**config.mk**
```make
export PLATFORM = sky130hd
export DESIGN_NAME = bus_controller
export DESIGN_NICKNAME = d
export VERILOG_FILES = /design/src/rtl/bus_controller.sv
export SDC_FILE = /design/constraint.sdc
export NUM_CORES = 1
export LEC_CHECK = 0
export CELL_PAD_IN_SITES_DETAIL_PLACEMENT = 0
export CELL_PAD_IN_SITES_GLOBAL_PLACEMENT = 1
export CORE_MARGIN = 5
export CORE_UTILIZATION = 35
export CTS_BUF_LIST = sky130_fd_sc_hd__clkbuf_8 sky130_fd_sc_hd__clkbuf_16
export DETAILED_ROUTE_END_ITERATION = 7
export DONT_BUFFER_PORTS = 1
export GPL_ROUTABILITY_DRIVEN = 0
export GPL_TIMING_DRIVEN = 0
export MAX_ROUTING_LAYER = met4
export PLACE_DENSITY = 0.62
export SYNTH_ARGS = -nofsm -noshare
export SYNTH_HDL_FRONTEND = slang
export SYNTH_SLANG_ARGS = --single-unit
```
**constraint.sdc**
```tcl
create_clock -name i_clock -period 3.2 [get_ports i_clock]
set_input_delay 0.64 -clock i_clock [delete_from_list [all_inputs] [get_ports i_clock]]
set_output_delay 0.64 -clock i_clock [all_outputs]
set_load 0.05 [all_outputs]
```
**src/rtl/bus_controller.sv**
```systemverilog
// CPU-to-slave bus controller: decodes ROM/RAM/IO windows and runs one transfer at a time.
// Optional ACCESS-state timeout abort is compiled in when BUS_TIMEOUT_EN is defined.
module bus_controller #(
  parameter logic [31:0] ROM_BASE       = 32'h0000_0000,
  parameter logic [31:0] RAM_BASE       = 32'h0001_0000,
  parameter logic [31:0] IO_BASE        = 32'h5000_0000,
  parameter int unsigned TIMEOUT_CYCLES = 255
) (
  input  logic        i_clock,
  input  logic        i_reset,
  input  logic        i_cpu_request,
  input  logic        i_cpu_rw,
  input  logic [31:0] i_cpu_address,
  input  logic [31:0] i_cpu_wdata,
  output logic [31:0] o_cpu_rdata,
  output logic        o_cpu_ready,
  output logic [31:0] o_bus_address,
  output logic [31:0] o_bus_wdata,
  output logic        o_bus_rw,
  output logic        o_rom_request,
  output logic        o_ram_request,
  output logic        o_io_request,
  input  logic        i_rom_ready,
  input  logic        i_ram_ready,
  input  logic        i_io_ready,
  input  logic [31:0] i_rom_rdata,
  input  logic [31:0] i_ram_rdata,
  input  logic [31:0] i_io_rdata,
  output logic        o_bus_error
);

  localparam logic [31:0] ROM_SIZE = 32'h0001_0000;
  localparam logic [31:0] RAM_SIZE = 32'h0002_0000;
  localparam logic [31:0] IO_SIZE  = 32'h1000_0000;

  typedef enum logic [1:0] {S_IDLE, S_ACCESS, S_RESPOND} state_t;
  typedef enum logic [1:0] {SEL_NONE, SEL_ROM, SEL_RAM, SEL_IO} sel_t;

  state_t      state_q, state_d;
  sel_t        sel_q, sel_d;
  logic [31:0] addr_q, addr_d;
  logic [31:0] wdata_q, wdata_d;
  logic        rw_q, rw_d;
  logic [31:0] rdata_q, rdata_d;
  logic        err_q, err_d;
  logic        sel_ready;
  logic [31:0] sel_rdata;

`ifdef BUS_TIMEOUT_EN
  localparam logic [7:0] TO_LAST = 8'(TIMEOUT_CYCLES - 1);
  logic [7:0] cnt_q, cnt_d;
`endif

  // Subtracting before comparing keeps the upper bound free of base+size overflow.
  function automatic logic in_window(input logic [31:0] a, input logic [31:0] base,
                                     input logic [31:0] size);
    return (a >= base) && ((a - base) < size);
  endfunction

  always_comb begin
    sel_ready = 1'b0;
    sel_rdata = '0;
    case (sel_q)
      SEL_ROM: begin sel_ready = i_rom_ready; sel_rdata = i_rom_rdata; end
      SEL_RAM: begin sel_ready = i_ram_ready; sel_rdata = i_ram_rdata; end
      SEL_IO:  begin sel_ready = i_io_ready;  sel_rdata = i_io_rdata;  end
      default: begin sel_ready = 1'b0;        sel_rdata = '0;          end
    endcase
  end

  always_comb begin
    state_d = state_q;
    sel_d   = sel_q;
    addr_d  = addr_q;
    wdata_d = wdata_q;
    rw_d    = rw_q;
    rdata_d = rdata_q;
    err_d   = err_q;
`ifdef BUS_TIMEOUT_EN
    cnt_d   = cnt_q;
`endif
    case (state_q)
      S_IDLE: begin
        if (i_cpu_request) begin
          rw_d    = i_cpu_rw;
          wdata_d = i_cpu_wdata;
          rdata_d = '0;
`ifdef BUS_TIMEOUT_EN
          cnt_d   = '0;
`endif
          if (in_window(i_cpu_address, ROM_BASE, ROM_SIZE)) begin
            addr_d = i_cpu_address - ROM_BASE;
            if (i_cpu_rw) begin
              // ROM writes are dropped but still acknowledged.
              sel_d   = SEL_NONE;
              err_d   = 1'b1;
              state_d = S_RESPOND;
            end else begin
              sel_d   = SEL_ROM;
              state_d = S_ACCESS;
            end
          end else if (in_window(i_cpu_address, RAM_BASE, RAM_SIZE)) begin
            addr_d  = i_cpu_address - RAM_BASE;
            sel_d   = SEL_RAM;
            state_d = S_ACCESS;
          end else if (in_window(i_cpu_address, IO_BASE, IO_SIZE)) begin
            addr_d  = i_cpu_address - IO_BASE;
            sel_d   = SEL_IO;
            state_d = S_ACCESS;
          end else begin
            addr_d  = i_cpu_address;
            sel_d   = SEL_NONE;
            err_d   = 1'b1;
            state_d = S_RESPOND;
          end
        end
      end
      S_ACCESS: begin
        if (sel_ready) begin
          if (!rw_q) rdata_d = sel_rdata;
          state_d = S_RESPOND;
        end
`ifdef BUS_TIMEOUT_EN
        else if (cnt_q == TO_LAST) begin
          rdata_d = 32'hDEAD_BEEF;
          err_d   = 1'b1;
          state_d = S_RESPOND;
        end else begin
          cnt_d = cnt_q + 8'd1;
        end
`endif
      end
      S_RESPOND: begin
        if (!i_cpu_request) state_d = S_IDLE;
      end
      default: state_d = S_IDLE;
    endcase
  end

  always_ff @(posedge i_clock) begin
    if (i_reset) begin
      state_q <= S_IDLE;
      sel_q   <= SEL_NONE;
      addr_q  <= '0;
      wdata_q <= '0;
      rw_q    <= 1'b0;
      rdata_q <= '0;
      err_q   <= 1'b0;
`ifdef BUS_TIMEOUT_EN
      cnt_q   <= '0;
`endif
    end else begin
      state_q <= state_d;
      sel_q   <= sel_d;
      addr_q  <= addr_d;
      wdata_q <= wdata_d;
      rw_q    <= rw_d;
      rdata_q <= rdata_d;
      err_q   <= err_d;
`ifdef BUS_TIMEOUT_EN
      cnt_q   <= cnt_d;
`endif
    end
  end

  // Requests derive from registered state, so they fall on the same edge that leaves ACCESS.
  assign o_rom_request = (state_q == S_ACCESS) && (sel_q == SEL_ROM);
  assign o_ram_request = (state_q == S_ACCESS) && (sel_q == SEL_RAM);
  assign o_io_request  = (state_q == S_ACCESS) && (sel_q == SEL_IO);
  assign o_cpu_ready   = (state_q == S_RESPOND);
  assign o_cpu_rdata   = rdata_q;
  assign o_bus_address = addr_q;
  assign o_bus_wdata   = wdata_q;
  assign o_bus_rw      = rw_q;
  assign o_bus_error   = err_q;

endmodule

```
==> load_flow_metrics.sql <==
INSERT INTO impl_metrics (metric_group, metric, value, unit) VALUES
('pwr', 'cellPowerDensity', '572', 'nW/um2'),
('yosys', 'synth.top_cells.by_area', 'sky130_fd_sc_hd__dfxtp_1 (44%), sky130_fd_sc_hd__nand2_1 (12%), sky130_fd_sc_hd__a21oi_1 (11%), sky130_fd_sc_hd__mux2_2 (8.0%), sky130_fd_sc_hd__a22oi_1 (5.3%)', ''),
('yosys', 'ys_ff_latch', '102', ''),
('yosys', 'synth_fp_nets', '753', ''),
('route', 'via_count', '4115', ''),
('setup_path', 'timing.critical_path.max_delay_family', 'simple AND/OR/NAND/NOR gates', ''),
('setup_path', 'worstPathCellList', 'clkbuf_1, buf_1, nand2_1, nor2_1', ''),
('yosys', 'yosys_most_used_dff', 'sky130_fd_sc_hd__dfxtp_1', ''),
('global_routing', 'first_global_vias', '3952', ''),
('route', 'drt.antenna.violating_nets', '0', ''),
('global_routing', 'grt.overflow.total', '0', ''),
('yosys', 'post_synth_instance_area', '4670', 'um2'),
('timing', 'achievable-frequency', '354', 'MHz'),
('die', 'core-area', '13100', 'um2'),
('die', 'rows', '42', ''),
('cts', 'cts_setup_buffers', '0', ''),
('setup_path', 'cp.arrival', '2180', 'ps'),
('layout', 'num-fill-cells', '1393', ''),
('placement', 'placed_cells_incl_taps', '759', ''),
('cts', 'cts_inserted_buffers', '9', ''),
('cts', 'cts_max_level', '3', ''),
('cts', 'cts_buffer_depth', '2', ''),
('setup_path', 'cp.buffers_inverters', '2', ''),
('cts', 'cts-resized-gates', '0', ''),
('min_path', 'hp-class', 'input port to flop', ''),
('yosys', 'synthDominantAreaCellType', 'sky130_fd_sc_hd__dfxtp_1', ''),
('yosys', 'yosys-top-cells-count', 'sky130_fd_sc_hd__nand2_1 (154), sky130_fd_sc_hd__dfxtp_1 (102), sky130_fd_sc_hd__a21oi_1 (98)', ''),
('route', 'drt_drc_violations_left', '0', ''),
('layout', 'multiInputGateArea', '2420', 'um2'),
('yosys', 'area_share_of_xor_xnor_cells_in_the_synthesized_design', '0.751', '%'),
('setup_path', 'classification_of_the_worst_setup_path', 'flop to output pin', ''),
('layout', 'final-seq-area', '2040', 'um2'),
('cts', 'tritoncts', 'built', ''),
('yosys', 'multiplexer_area_fraction_after_synthesis', '8.18', '%'),
('layout', 'syn_to_final_growth', '11.2', '%'),
('setup_path', 'cpPeakStageDelay', '680', 'ps'),
('yosys', 'synth_top_family_by_area', 'simple AND/OR/NAND/NOR gates', ''),
('timing', 'period_needed', '2820', 'ps'),
('setup_path', 'timing.critical_path.from_type', 'flop', ''),
('setup_path', 'timing.critical_path.to_type', 'output pin', ''),
('yosys', 'ys_seq_area_share', '43.8', '%'),
('layout', 'final_net_count', '764', ''),
('global_routing', 'grt_util_all_layers', '18.5', '%'),
('yosys', 'synth_edf_count', '0', ''),
('yosys', 'yosys.area_share.adder', '0.805', '%'),
('pwr', 'vdd_ir_drop_max', '0.000220', 'V'),
('timing', 'finalSetupViolCount', '0', ''),
('yosys', 'netlist_instances', '583', ''),
('yosys', 'post-synth-top-area-fraction', '43.8', '%'),
('yosys', 'synth_most_common_cell', 'sky130_fd_sc_hd__nand2_1', ''),
('route', 'vias_per_cell', '5.31', ''),
('flow_run', 'cap_violations', '0', ''),
('cts', 'worstSkewPairLatency', '340', 'ps'),
('yosys', 'synth_cell_types', '41', ''),
('cts', 'worst_setup_hold_path_clk_slew', '70', 'ps'),
('global_routing', 'grt_start_max_net_pins', '17', ''),
('timing', 'final_hold_viol_count', '0', ''),
('route', 'initialDrtViolationCount', '298', ''),
('placement', 'numPortBuffers', '0', ''),
('route', 'wl', '15000', 'um'),
('timing', 'finalCritPeriodShare', '88.2', '%'),
('layout', 'layout-drive-gt1-share', '10.2', '%'),
('global_routing', 'grt_pass1_wl', '22600', 'um'),
('timing', 'timing.max_slew.rel_slack', '33.0', '%'),
('run_status', 'status', 'complete, no violations', ''),
('timing', 'worst_clock_skew', '6.57', 'ps'),
('pwr', 'design_power_total', '2.97', 'mW'),
('yosys', 'avgSynthCellArea', '8.00', 'um2'),
('placement', 'dp_hpwl', '11900', 'um'),
('yosys', 'ys.warnings.count', '0', ''),
('setup_path', 'required', '2560', 'ps');
state kept, by name, summed over array words and instances, names as in the netlist:
signal,cells
o_bus_wdata,32
o_bus_error,1
state_q,2
o_cpu_rdata,32
sel_q,2
o_bus_rw,1
o_bus_address,32
power breakdown:
group / internal, mW / leakage, nW / switching (mW)
clock network: 0.625 / 0.145 / 0.476
registers: 1.32 / 0.833 / 0.221
logic: 0.124 / 0.740 / 0.200
total: 2.07 / 1.72 / 0.897
layer usage:
layer / share of wire, % / up-vias / routed length [um] / global-route usage, %
met3: 8.6 / 14 / 1300 / 6.31
met4: 1.2 / 0 / 180 / 5.17
met5: 0 / - / 0 / -
met2: 49 / 168 / 7300 / 30.5
li1: - / 2040 / - / -
met1: 42 / 1893 / 6240 / 21.5
metrics by stage:
step | util [%] | area [um2] | setup slack (ps)
after detailed placement | 37.2 | 4890 | 86.5
after floorplan | - | 4670 | 508
final | 39.5 | 5190 | 377
after global placement | 37.2 | 4890 | 119
after global routing | 39.5 | 5190 | 194
after CTS | 39.5 | 5180 | 323
worst register-to-register path, delay by kind of cell (launching register included):
family	cells	cell delay, ps
AO/OA/AOI/OAI	2	440
buffers and inverters	5	1430
flip-flops	1	310
AND/OR/NAND/NOR	4	450
path summary, 6_finish.rpt:
path / slack [ps] / to / cells after the start / startpoint
setup / recovery: 380 / o_ram_request / 4 / sel_q[1]
hold / removal: 430 / o_bus_wdata[12] / 2 / i_cpu_wdata[12]
setup reg to reg: 490 / o_cpu_rdata[2] / 11 / sel_q[1]
hold reg to reg: 590 / state_q[1] / 2 / state_q[1]
cell families after synthesis:
| group | after synthesis |
|---|---|
| simple gates | 238 |
| compound gates | 149 |
| flops | 102 |
| buf+inv | 53 |
| mux | 34 |
| xor+xnor | 4 |
| fa+ha+maj | 3 |
final cells by class:
type	count	area share (%)
inverter	5	0.362
buffer	48	3.62
multi-input combinational	428	46.6
antenna	1	0.0482
clock buffer	10	4.61
clock inverter	5	1.16
tap	176	4.25
sequential	102	39.4
cell usage in the layout (no fill, tap or decap), types with 7 or more instances in the layout:
| cell | count |
|---|---|
| sky130_fd_sc_hd__nand2_1 | 154 |
| sky130_fd_sc_hd__dfxtp_1 | 102 |
| sky130_fd_sc_hd__a21oi_1 | 98 |
| sky130_fd_sc_hd__clkbuf_1 | 38 |
| sky130_fd_sc_hd__or3_1 | 34 |
| sky130_fd_sc_hd__mux2_2 | 33 |
| sky130_fd_sc_hd__a22oi_1 | 33 |
| sky130_fd_sc_hd__nor2_1 | 12 |
| sky130_fd_sc_hd__clkbuf_16 | 9 |
| sky130_fd_sc_hd__nand3_1 | 7 |
(Power assumes the default switching activity.)
